### src/rtl/shift_reg_pkg.sv
// Shared types for the universal shift register: operation codes and burst FSM states.
// The helper function picks out the operations that move bits and may run as a burst.
package shift_reg_pkg;

    typedef enum logic [2:0] {
        HOLD = 3'b000,
        LOAD = 3'b001,
        SHL  = 3'b010,
        SHR  = 3'b011,
        ROL  = 3'b100,
        ROR  = 3'b101,
        ASR  = 3'b110,
        CLR  = 3'b111
    } mode_t;

    typedef enum logic [1:0] {
        IDLE = 2'b00,
        RUN  = 2'b01,
        DONE = 2'b10
    } state_t;

    // Operations that shift a bit out (update ser_out) and are eligible for bursts
    function automatic logic is_burst_op(input mode_t m);
        return (m inside {SHL, SHR, ROL, ROR, ASR});
    endfunction

endpackage

### src/rtl/shift_step.sv
// Combinational single-step next value for the universal shift register.
// out_bit is the bit leaving the register; it is only meaningful for shift/rotate modes.
module shift_step
    import shift_reg_pkg::*;
#(
    parameter int               WIDTH     = 8,
    parameter logic [WIDTH-1:0] RESET_VAL = '0
) (
    input  mode_t            mode,
    input  logic [WIDTH-1:0] q,
    input  logic             ser_in,
    input  logic [WIDTH-1:0] d,
    output logic [WIDTH-1:0] next_q,
    output logic             out_bit
);

    always_comb begin
        next_q  = q;
        out_bit = 1'b0;
        unique case (mode)
            HOLD: next_q = q;
            LOAD: next_q = d;
            SHL: begin
                next_q  = {q[WIDTH-2:0], ser_in};
                out_bit = q[WIDTH-1];
            end
            SHR: begin
                next_q  = {ser_in, q[WIDTH-1:1]};
                out_bit = q[0];
            end
            ROL: begin
                next_q  = {q[WIDTH-2:0], q[WIDTH-1]};
                out_bit = q[WIDTH-1];
            end
            ROR: begin
                next_q  = {q[0], q[WIDTH-1:1]};
                out_bit = q[0];
            end
            ASR: begin
                next_q  = {q[WIDTH-1], q[WIDTH-1:1]};
                out_bit = q[0];
            end
            CLR: next_q = RESET_VAL;
            default: next_q = q;
        endcase
    end

endmodule

### src/rtl/shift_reg_universal.sv
// WIDTH-bit universal shift register with single-step modes and a multi-cycle
// shift/rotate burst engine reporting progress through busy and a one-cycle done pulse.
module shift_reg_universal
    import shift_reg_pkg::*;
#(
    parameter int               WIDTH     = 8,
    parameter logic [WIDTH-1:0] RESET_VAL = '0,
    localparam int              CNT_W     = $clog2(WIDTH + 1)
) (
    input  logic             clk,
    input  logic             reset,
    input  logic             en,
    input  logic [2:0]       mode,
    input  logic [WIDTH-1:0] d,
    input  logic             ser_in,
    input  logic             start,
    input  logic [CNT_W-1:0] shamt,
    output logic [WIDTH-1:0] q,
    output logic             ser_out,
    output logic             busy,
    output logic             done
);

    state_t           state_reg, state_next;
    mode_t            op_reg, op_next;
    logic [CNT_W-1:0] cnt_reg, cnt_next;
    logic [WIDTH-1:0] q_reg, q_next;
    logic             ser_out_reg, ser_out_next;
    logic             busy_reg, done_reg;

    mode_t            live_mode;
    mode_t            step_mode;
    logic [WIDTH-1:0] step_q;
    logic             step_bit;

    assign live_mode = mode_t'(mode);
    // During a burst the latched operation drives the datapath, never the live mode
    assign step_mode = (state_reg == RUN) ? op_reg : live_mode;

    shift_step #(
        .WIDTH     (WIDTH),
        .RESET_VAL (RESET_VAL)
    ) u_step (
        .mode    (step_mode),
        .q       (q_reg),
        .ser_in  (ser_in),
        .d       (d),
        .next_q  (step_q),
        .out_bit (step_bit)
    );

    always_comb begin
        state_next   = state_reg;
        op_next      = op_reg;
        cnt_next     = cnt_reg;
        q_next       = q_reg;
        ser_out_next = ser_out_reg;
        unique case (state_reg)
            IDLE: begin
                if (start && is_burst_op(live_mode)) begin
                    if (shamt == '0) begin
                        state_next = DONE;
                    end else begin
                        q_next       = step_q;
                        ser_out_next = step_bit;
                        op_next      = live_mode;
                        cnt_next     = shamt - CNT_W'(1);
                        state_next   = (shamt == CNT_W'(1)) ? DONE : RUN;
                    end
                end else begin
                    q_next = step_q;
                    if (is_burst_op(live_mode)) begin
                        ser_out_next = step_bit;
                    end
                end
            end
            RUN: begin
                q_next       = step_q;
                ser_out_next = step_bit;
                cnt_next     = cnt_reg - CNT_W'(1);
                if (cnt_reg == CNT_W'(1)) begin
                    state_next = DONE;
                end
            end
            DONE: begin
                state_next = IDLE;
            end
            default: begin
                state_next = IDLE;
            end
        endcase
    end

    always_ff @(posedge clk) begin
        if (reset) begin
            state_reg   <= IDLE;
            op_reg      <= HOLD;
            cnt_reg     <= '0;
            q_reg       <= RESET_VAL;
            ser_out_reg <= 1'b0;
            busy_reg    <= 1'b0;
            done_reg    <= 1'b0;
        end else if (en) begin
            state_reg   <= state_next;
            op_reg      <= op_next;
            cnt_reg     <= cnt_next;
            q_reg       <= q_next;
            ser_out_reg <= ser_out_next;
            busy_reg    <= (state_next == RUN);
            done_reg    <= (state_next == DONE);
        end
    end

    assign q       = q_reg;
    assign ser_out = ser_out_reg;
    assign busy    = busy_reg;
    assign done    = done_reg;

endmodule

### config.mk
export PLATFORM = sky130hd
export DESIGN_NAME = shift_reg_universal
export DESIGN_NICKNAME = d
export VERILOG_FILES = /design/src/rtl/shift_reg_pkg.sv /design/src/rtl/shift_step.sv /design/src/rtl/shift_reg_universal.sv
export SDC_FILE = /design/constraint.sdc
export NUM_CORES = 1
export LEC_CHECK = 0
export ABC_AREA = 1
export CAP_MARGIN = 40
export CORE_MARGIN = 4
export CORE_UTILIZATION = 45
export CTS_BUF_LIST = sky130_fd_sc_hd__clkbuf_8
export DETAILED_ROUTE_END_ITERATION = 8
export HOLD_SLACK_MARGIN = 0.08
export MAX_ROUTING_LAYER = met4
export PLACE_DENSITY_LB_ADDON = 0.25
export SYNTH_ARGS = -nofsm -noshare
export SYNTH_HDL_FRONTEND = slang
export SYNTH_SLANG_ARGS = --single-unit
### constraint.sdc
create_clock -name clk -period 1.7 [get_ports clk]
set_input_delay 0.34 -clock clk [delete_from_list [all_inputs] [get_ports clk]]
set_output_delay 0.34 -clock clk [all_outputs]
set_load 0.05 [all_outputs]
### After elaboration in Yosys (flattened, before gate mapping)

Index checks and enable logic that the tools add are counted.

* register bits after elaboration: 20
* bits of input ports: 20
* output and inout port bits: 11

* add/subtract/negate cells: 2
* reduce and logical (&&, ||, !) cells: 12
* bitwise logic cells: 1
* eq/ne operators: 21
* mux-type cells: 18

Operator list (number)
* 8-bit one-hot mux with 8 select lines: 1
* 3-bit == test, second input constant: 7
* 8-bit 2-to-1 mux: 2
* 8-bit one-hot mux with 2 select lines: 1
* 3-bit by 2-bit == test with 1-bit output, second input constant: 4
* 4-bit AND reduction: 3
* 4-bit by 1-bit == test with 1-bit output, second input constant: 2
* 2-bit 2-to-1 mux: 4
* 4-bit 2-to-1 mux: 2
* 4-bit one-hot mux with 2 select lines: 1
* 4-bit by 1-bit subtractor with 4-bit output, second input constant: 2
* 3-bit inequality test, second input constant: 2
* 5-bit nonzero test: 1
* 2-bit by 1-bit == test with 1-bit output, second input constant: 2
* 4-bit zero test: 1
* 2-bit inequality test, second input constant: 2
* 1-bit one-hot mux with 2 select lines: 2
* 2-bit one-hot mux with 2 select lines: 1
* 3-bit by 1-bit == test with 1-bit output, second input constant: 1
* 3-bit zero test: 1
* 1-bit 2-to-1 mux: 3
* 3-bit 2-to-1 mux: 1
* 3-bit AND reduction: 1
* 3-bit OR reduction: 1
* 6 further kinds: 6

### Longest topological paths before layout

Gate-level depths: netlist of run 1.

* word-level depth: 8
* depth in mapped cells: 12

### By module

From an unflattened synthesis of run 1, not the netlist that was laid out.

* cell total of the unflattened synthesis: 306
* area, all modules: 1891.8 µm²

By module, submodules not included
* shift_reg_universal: sequential area each 400.4 µm², times used 1, cells an instance 179, area each 1184.9 µm²
* shift_step: sequential area each 0.0 µm², times used 1, cells an instance 127, area each 706.9 µm²

### Worst setup path after synthesis of run 1

OpenSTA, ideal clock, no wires.

* kind: in2reg
* from: input shamt[1]
* to: register q_reg[4], in the netlist q[4]
* required time: 1.562 ns
* slack: 0.291 ns
* setup time: 0.138 ns
* path buffers: 1
* stages on the path: 10
* arrival time: 1.271 ns
* cell sequence: inv_1 ha_1 nand2_1 inv_1 nand3_1 nand3_4 buf_6 nor2_2 nand2_1 a21oi_2

* longest elaborated chain between the ends: 3

RTL lines
* start, declared: RTL line shift_reg_universal.sv:17 `input logic [CNT_W-1:0] shamt,`
* 4-bit zero test: RTL line shift_reg_universal.sv:61 `if (shamt == '0) begin`
* 3-bit inequality test (no source line)
* 3-bit AND reduction (no source line)
* end signal, assigned: RTL line shift_reg_universal.sv:107 `q_reg <= q_next;`
* end, declared: RTL line shift_reg_universal.sv:27 `logic [WIDTH-1:0] q_reg, q_next;`

Every way passes these cells.
A chain may end at the register's enable or synchronous reset.

### Worst setup path in the final report of run 1

* from: input shamt[1]
* to: register op_reg[0]

* longest elaborated chain between the ends: 3

RTL lines
* 4-bit zero test: RTL line shift_reg_universal.sv:61
* 1-bit NOT (no source line)
* 4-bit AND reduction (no source line)
* end signal, assigned: RTL line shift_reg_universal.sv:105 `op_reg <= op_next;`
* end, declared: RTL line shift_reg_universal.sv:25 `mode_t op_reg, op_next;`

Every way passes these cells.

==> metrics.log, run 1 <==
[metrics] worst endpoint data arrival time: 1810 ps
[metrics] max-slew violation count: 0
[metrics] outcome: finished, final reports clean
[metrics] area delta synth->final: 44.74%
[metrics] number of synthesized register bits: 20
[metrics] pin count of the biggest net entering global routing: 14
[metrics] Placer Congestion: 0.8388
[metrics] detailed-route DRC error count: 0
[metrics] worst-case setup margin in the final layout: 87.11 ps
[metrics] antenna violations before repair: 0
[metrics] Max Buffers Root-to-Sink: 2
[metrics] sequence of cells on the critical path: clkdlybuf4s50_1, inv_1, ha_2, nand2_2, inv_2, nor3_2, buf_4, o21ai_0, a21oi_1
[metrics] Syn Inst Count: 221
[metrics] Net Count, Synth: 245
[metrics] warning count from the yosys run: 0
[metrics] leading cell types by total area after synthesis: dfxtp_1 (29%), nand2_1 (17%), nor2_1 (7.0%)
[metrics] sort of element at the start of the critical path: input port
[metrics] overall power: 1.412 mW
[metrics] die width: 63.86 um
[metrics] power density of the placed cells: 694.9 mW/mm2
[metrics] worst skew pair latency: 260 ps
[metrics] Clk pin slew, worst setup/hold paths: 80 ps
[metrics] Clock Sinks: 20
[metrics] worst-case clock skew: 6.627 ps
[metrics] number of hold-repair buffers added at the cts stage: 0
[metrics] remaining antenna violation count after routing: 0
[metrics] placement-stage worst setup slack: -328.5 ps
[metrics] Cell variety after synth: 28
[metrics] routed vias: 1590
[metrics] max FFs per register: 8
[metrics] post-detailed-route via-to-cell ratio: 5.000
[metrics] required time worst endpoint: 1890 ps
[metrics] most frequent cells in the layout: nand2_1 (58), buf_4 (32), nor2_1 (24)
[metrics] detailed placer's ending HPWL: 2833 um
[metrics] average wire per cell in the routed design: 12.38 um
[metrics] starting density of the core: 46.36%
[metrics] number of endpoints with negative hold slack in the final report: 0
[metrics] first-pass GRT wire length: 6230 um
[metrics] wire length reported by the detailed router: 3937 um
[metrics] vertical extent of the die: 63.86 um
[metrics] biggest fanout along the worst timing path: 6
[metrics] GR Layer Usage met2: 32.00%
[metrics] GR peak layer: met2
[metrics] library cell used as clock root buffer: clkbuf_8
[metrics] most frequent standard cell in the layout excluding fill and tap cells: nand2_1
[metrics] Cell Rows: 20
[metrics] final setup vio count: 0
[metrics] standard cell core area: 0.003028 mm2
[metrics] critical path's largest stage delay: 490 ps
[metrics] layout net count: 299
[metrics] htree depth: 1
[metrics] slew at the pin closest to its max-slew limit: 258.6 ps
[metrics] cell family contributing the most delay on the critical path: buffers and inverters
[metrics] Ports: 31
[metrics] sequential area share after synthesis: 28.52%
[metrics] port bufs: 30
[metrics] Worst IR Drop VDD: 0.0006284 V
[metrics] share of layout cells above drive strength 1: 30.29%
[metrics] slowest cell on the critical path: clkdlybuf4s50_1
[metrics] CTS tree: yes
[metrics] Cell Area, Synth: 0.001404 mm2
[metrics] total overflow reported by the global router: 0
[metrics] element type at the critical path end: flip-flop
[metrics] global-route track usage on met3: 4.218%
[metrics] Die ar.: 0.004077 mm2
[metrics] number of buffers inserted during clock tree synthesis: 3
[metrics] post-synth top area share: 28.52%
[metrics] worst min-delay path class: in -> reg
[metrics] Static Leak: 0.9396 nW
[metrics] worst slew margin relative to its limit: 82.74%
[metrics] GR Layer Usage met1: 24.52%
[metrics] number of max-cap violations: 0
[metrics] first-iteration detailed-routing DRC count: 86
[metrics] crit path buf inv count: 4
[metrics] cell type with the highest aggregate area in the netlist: dfxtp_1
[metrics] length of the first detailed-routing pass in iterations: 5
[metrics] shortest period the worst path allows: 1613 ps
[metrics] antenna diode instance count: 0
[metrics] Post-Synthesis Mean Instance Area: 6.352 um2
[metrics] Critical Setup Path Class: in -> reg
[metrics] vias in the first global route: 1396
[metrics] fmax: 620.0 MHz
[metrics] Overall Global Routing Usage: 19.48%
[metrics] final worst-path cycle share: 94.88%
per-layer routing:
| metal | part of all wire (%) | wire [um] | up-vias |
|---|---|---|---|
| met2 | 48 | 1906 | 44 |
| met4 | 1.8 | 69 | 0 |
| met5 | 0 | 0 | - |
| met3 | 4.5 | 179 | 10 |
| met1 | 45 | 1782 | 719 |
| li1 | - | - | 817 |
cells in the mapped netlist (all sizes together):
cell / n
nand4: 2
inv: 27
o21ai: 9
xor2: 1
ha: 4
nor3: 3
buf: 3
xnor2: 1
nor2: 32
a211oi: 1
nand3: 16
o2bb2ai: 1
clkbuf: 1
dfxtp: 20
a31oi: 1
a21oi: 26
o22ai: 3
nand2: 70
final cells by class:
cell class | instances | area (um2)
clock buffers | 4 | 55.05
fillers | 276 | 996.0
inverters | 27 | 101.3
multi-input cells | 171 | 959.7
flip-flops and latches | 20 | 402.9
well taps | 44 | 55.05
repair buffers | 52 | 457.9
power by group:
| part | internal (mW) | total [mW] | switching, mW |
|---|---|---|---|
| registers | 0.502 | 0.533 | 0.0312 |
| logic | 0.207 | 0.512 | 0.305 |
| clock network | 0.206 | 0.367 | 0.161 |
timing repair:
action	4_1_cts	5_1_grt
gates cloned	1	0
buffers inserted	0	1
endpoints found under the setup margin	7	20
resized for setup	2	27
pin swaps	1	7
worst min-delay path, cell delays in order:
cell and delay [ps]:
dlymetal6s2s_1 150, inv_1 90, a21oi_1 70
metrics by stage:
stage | cells | setup TNS [ps] | hold slack, ps | area [um2] | util, %
floorplan | 221 | 0 | 402.4 | 1404 | -
global placement | 312 | -3625 | 452.2 | 1868 | 61.69
detailed placement | 312 | -4833 | 453.8 | 1868 | 61.69
CTS | 317 | 0 | 465.3 | 1941 | 64.09
global route | 318 | -8.874 | 448.7 | 2032 | 67.11
finish | 318 | 0 | 425.2 | 2032 | 67.11
worst paths after layout:
check,slack [ps],cells after the start,end,start
max reg2reg,150,11,q[3],state_reg[0]
max,90,9,op_reg[0],shamt[1]
min,430,3,op_reg[0],mode[0]
min reg2reg,460,2,done,done
cell families (layout without fill, tap and decap cells):
kind of cell	after synthesis	count (layout)	synth area share, %
and+or+nand+nor	123	124	39.75
adders and majority gates	4	4	3.565
xor gates and xnor gates	2	2	1.248
AOI/OAI and AO/OA	41	41	17.29
buffers and inverters	31	83	9.625
DFF	20	20	28.52
No activity file was read; power rests on OpenSTA's default activity.
==> run 2: changes to the inputs <==
- CORE_ASPECT_RATIO: unset -> 0.6
- SLEW_MARGIN: unset -> 20
==> metrics.log, run 2 (synthesized netlist as in run 1, its figures left out) <==
[metrics] slew at the pin closest to its max-slew limit: 249.8 ps (-8.739 ps)
[metrics] starting density of the core: 47.95% (+1.6 points)
[metrics] number of hold-repair buffers added at the cts stage: 0 (unchanged)
[metrics] vertical extent of the die: 51.27 um (-20%)
[metrics] routed vias: 1593 (+0.19%)
[metrics] Die ar.: 0.004107 mm2 (+0.71%)
[metrics] pin count of the biggest net entering global routing: 12 (-2)
[metrics] Clock Sinks: 20 (unchanged)
[metrics] vias in the first global route: 1347 (-3.5%)
[metrics] layout net count: 303 (+1.3%)
[metrics] shortest period the worst path allows: 1649 ps (+36.34 ps)
[metrics] Clk pin slew, worst setup/hold paths: 80 ps (about the same)
[metrics] post-detailed-route via-to-cell ratio: 4.978 (-0.44%)
[metrics] total overflow reported by the global router: 0 (unchanged)
[metrics] Static Leak: 0.9483 nW (+0.93%)
[metrics] Critical Setup Path Class: in -> reg
[metrics] Fillers: 271 (-1.8%)
[metrics] sort of element at the start of the critical path: input port
[metrics] first-pass GRT wire length: 6285 um (+0.88%)
[metrics] power density of the placed cells: 705.5 mW/mm2 (+1.5%)
[metrics] final worst-path cycle share: 97.01% (+2.1 points)
[metrics] outcome: finished, final reports clean
[metrics] cell depth of the worst flop-to-flop path: 10 (-1)
[metrics] most frequent cells in the layout: nand2_1 (59), buf_4 (37), nor2_1 (23)
[metrics] number of max-cap violations: 0 (unchanged)
[metrics] Hold Worst Slack: 465.1 ps (+39.92 ps)
[metrics] detailed-route DRC error count: 0 (unchanged)
[metrics] number of endpoints with negative hold slack in the final report: 0 (unchanged)
[metrics] port bufs: 30 (unchanged)
[metrics] instance area after placement: 0.001868 mm2 (unchanged)
[metrics] number of cells traversed by the worst hold path: 2 (-1)
[metrics] length of the first detailed-routing pass in iterations: 4 (-1)
[metrics] area delta synth->final: 44.92%
[metrics] CTS tree: yes
[metrics] required time worst endpoint: 1910 ps (+20 ps)
[metrics] max-slew violation count: 0 (unchanged)
[metrics] fmax: 606.3 MHz (-2.2%)
[metrics] Worst IR Drop VDD: 0.0005623 V (-11%)
[metrics] detailed placer's ending HPWL: 2997 um (+5.8%)
[metrics] worst-case clock skew: 7.134 ps (+0.5075 ps)
[metrics] remaining antenna violation count after routing: 0 (unchanged)
[metrics] worst min-delay path class: reg -> reg
[metrics] worst endpoint data arrival time: 1860 ps (+50 ps)
[metrics] Placer Congestion: 0.8778 (+4.6%)
[metrics] element type at the critical path end: flip-flop
[metrics] die width: 80.11 um (+25%)
[metrics] first-iteration detailed-routing DRC count: 91 (+5.8%)
[metrics] Cell Rows: 15 (-25%)
[metrics] antenna violations before repair: 0 (unchanged)
[metrics] max FFs per register: 8 (unchanged)
[metrics] standard cell core area: 0.002928 mm2 (-3.3%)
[metrics] Overall Global Routing Usage: 20.20% (+0.72 points)
[metrics] most frequent standard cell in the layout excluding fill and tap cells: nand2_1
[metrics] worst slew margin relative to its limit: 83.22% (+0.47 points)
[metrics] antenna diode instance count: 0 (unchanged)
[metrics] Max Buffers Root-to-Sink: 2 (unchanged)
[metrics] number of buffers inserted during clock tree synthesis: 3 (unchanged)
[metrics] Ports: 31 (unchanged)
[metrics] library cell used as clock root buffer: clkbuf_8
[metrics] average wire per cell in the routed design: 12.96 um (+4.7%)
[metrics] worst skew pair latency: 270 ps (about the same)
[metrics] htree depth: 1 (unchanged)
[metrics] wire length reported by the detailed router: 4148 um (+5.4%)
[metrics] share of layout cells above drive strength 1: 30.22% (-0.076 points)
[metrics] final setup vio count: 0 (unchanged)
[metrics] biggest fanout along the worst timing path: 7 (+1)
[metrics] design area: 0.002034 mm2 (+0.12%)
[run 2: worst paths after layout]
path | end | slack, ps | start
worst max-delay path | q[3] | 50 | mode[0]
worst min-delay path | done | 470 | done
worst min register to register | done | 470 | done
worst max register to register | q[3] | 100 | state_reg[0]
[run 2: per-layer routing]
layer  up-vias  global-route usage [%]  wire length (um)
li1        833                       -                 -
met5         -                       -                 0
met2        57                   25.14              1695
met4         0                   2.528                 8
met3         2                   4.930               312
met1       701                   32.27              2132
[run 2: what timing repair did]
action,CTS,global route
gates cloned,1,0
setup endpoints to repair,5,20
pin swaps,1,4
resized for setup,1,22
setup buffers,0,3
[run 2: stage by stage]
step	setup TNS, ps	setup slack [ps]	cells	util, %	power [mW]
global placement	-3668	-227.8	312	63.80	1.005
CTS	0	25.68	317	66.20	1.390
finish	0	50.77	320	69.49	1.435
floorplan	0	291.0	221	-	0.8386
detailed placement	-4417	-304.5	312	63.80	1.014
global route	-102.4	-60.79	320	69.49	1.507
[run 2: critical path: stages]
cell and delay [ps]:
clkdlybuf4s50_1 520, nand3_1 110, nand2_2 110, nor2_4 60
buf_4 140, nand3_4 110, nand3_4 160, nor2_1 140
nand2_1 80, a21oi_2 110
[run 2: area by class of cell]
class	count	area [um2]	share of cell area (%)
multi-input combinational	171	950.9	46.74
clock buffer	4	55.05	2.706
inverter	27	101.3	4.982
timing repair buffer	56	473.0	23.25
sequential	20	401.6	19.74
tap	42	52.55	2.583
[run 2: power by group]
part	internal, mW	leakage, nW	switching [mW]	total, mW
sequential	0.501	0.164	0.0333	0.535
clock	0.207	0.0288	0.177	0.383
combinational	0.208	0.756	0.309	0.517
total	0.917	0.948	0.519	1.44
==> RTL edit, RTL diff (flow settings as in run 1) <==
Register the inputs `en`, `mode`, `d`, `ser_in`, `start` and `shamt` before use. The logic sees them one clock later.
--- a/src/rtl/shift_reg_universal.sv
+++ b/src/rtl/shift_reg_universal.sv
@@ -22,4 +22,20 @@
 );
 
+    logic en_q;
+    logic [2:0] mode_q;
+    logic [WIDTH-1:0] d_q;
+    logic ser_q;
+    logic start_q;
+    logic [CNT_W-1:0] shamt_q;
+
+    always_ff @(posedge clk) begin
+        en_q    <= en;
+        mode_q  <= mode;
+        d_q     <= d;
+        ser_q   <= ser_in;
+        start_q <= start;
+        shamt_q <= shamt;
+    end
+
     state_t           state_reg, state_next;
     mode_t            op_reg, op_next;
@@ -34,5 +50,5 @@
     logic             step_bit;
 
-    assign live_mode = mode_t'(mode);
+    assign live_mode = mode_t'(mode_q);
     // During a burst the latched operation drives the datapath, never the live mode
     assign step_mode = (state_reg == RUN) ? op_reg : live_mode;
@@ -44,6 +60,6 @@
         .mode    (step_mode),
         .q       (q_reg),
-        .ser_in  (ser_in),
-        .d       (d),
+        .ser_in  (ser_q),
+        .d       (d_q),
         .next_q  (step_q),
         .out_bit (step_bit)
@@ -58,6 +74,6 @@
         unique case (state_reg)
             IDLE: begin
-                if (start && is_burst_op(live_mode)) begin
-                    if (shamt == '0) begin
+                if (start_q && is_burst_op(live_mode)) begin
+                    if (shamt_q == '0) begin
                         state_next = DONE;
                     end else begin
@@ -65,6 +81,6 @@
                         ser_out_next = step_bit;
                         op_next      = live_mode;
-                        cnt_next     = shamt - CNT_W'(1);
-                        state_next   = (shamt == CNT_W'(1)) ? DONE : RUN;
+                        cnt_next     = shamt_q - CNT_W'(1);
+                        state_next   = (shamt_q == CNT_W'(1)) ? DONE : RUN;
                     end
                 end else begin
@@ -101,5 +117,5 @@
             busy_reg    <= 1'b0;
             done_reg    <= 1'b0;
-        end else if (en) begin
+        end else if (en_q) begin
             state_reg   <= state_next;
             op_reg      <= op_next;
Check against the original RTL: not equivalent (Yosys sat finds a counterexample within 4 cycles, from zero or initial values and one cycle with reset high).
==> RTL edit against run 1 <==
Wire length shrank 4.2%. Sequential cell count grew 18. Count of clock-buffer cells in the layout up 1. Sequential power rose by 86%. Final area is 12% higher. Via count grew 1.2%. Synthesized cell count grew 6.8%. Die area rose by 25%. Worst setup slack better by 0.063 ns. Power is 42% higher. Synthesized area is 29% higher. Largest cell class unchanged. Highest routed layer unchanged.
==> RTL edit: results (changes against run 1) <==
setup_path:
  crit_path_top_delay_cell: "dfxtp_1"
  slowest_delay_ns: 0.33  # -0.16 ns
  path_delay_family: "simple AND/OR/NAND/NOR gates"
  cp.arrival_ns: 1.77  # -0.04 ns
  reg2reg_to: "q[0]$_SDFFE_PP0P_"
  r2r_cells: 9  # -2
layout:
  finalNetCount: 303  # +1.3%
  fin_cells: 327  # +2.8%
  drive_gt1_frac: 0.201  # -0.102
yosys:
  synth_xor_area_frac: 0.0194  # +0.00689
  syn_nets: 260  # +6.1%
  synth_area_leaders: "dfxtp_1 42%, nand2_1 12%, a21oi_1 5.8%"
  synth_top_area_frac: 0.420  # +0.135
  synth_commonest_cells: "56 x nand2_1, 38 x dfxtp_1, 24 x nor2_1"
place:
  place_area_um2: 2180  # +17%
  routabilityCongestion: 0.809  # -3.6%
  dp_hpwl_um: 2850  # +0.65%
min_path:
  min_path_cells: 2  # -1
  hold_start: "done$_SDFFE_PP0P_"
  holdPathEnd: "done$_SDFFE_PP0P_"
route:
  viasPerCell: 4.92  # -1.6%
  drtIter0Drc: 135  # +57%
  drtPass1Iterations: 4  # -1
global_route:
  grt_use_total: 0.163  # -0.0314
  grt_pass1_wl_um: 6510  # +4.5%
  grt_pass1_vias: 1464  # +4.9%
clock_tree:
  htreeDepth: 2  # +1
  clock_latency_ns: 0.28  # +0.02 ns
  ctsResizeCount: 0  # -2
die:
  die_x_um: 71.4  # +12%
sta:
  fin_worst_skew_ns: 0.00540  # -0.00122 ns
outcome:
  status: "finished, final reports clean"
==> RTL edit: metal layers <==
metal | global-route usage | wire, um | share of wire
met2 | 0.234 | 1690 | 0.45
met3 | 0.0659 | 294 | 0.078
met5 | - | 0 | 0
met1 | 0.216 | 1770 | 0.47
met4 | 0.0355 | 22 | 0.0058
==> RTL edit: layout make-up <==
class | instances | area, um^2 | area share
inverter | 26 | 100 | 0.0442
multi-input combinational | 168 | 920 | 0.406
tap | 48 | 60.1 | 0.0265
clock buffer | 5 | 68.8 | 0.0304
timing repair buffer | 40 | 348 | 0.153
sequential | 38 | 763 | 0.337
clock inverter | 2 | 7.51 | 0.00331
==> RTL edit: power by group <==
part / internal, W / leakage, nW / switching [W] / total (W)
registers: 0.000948 / 0.316 / 0.0000435 / 0.000991
logic: 0.000181 / 0.660 / 0.000283 / 0.000464
clock network: 0.000270 / 0.0466 / 0.000279 / 0.000548
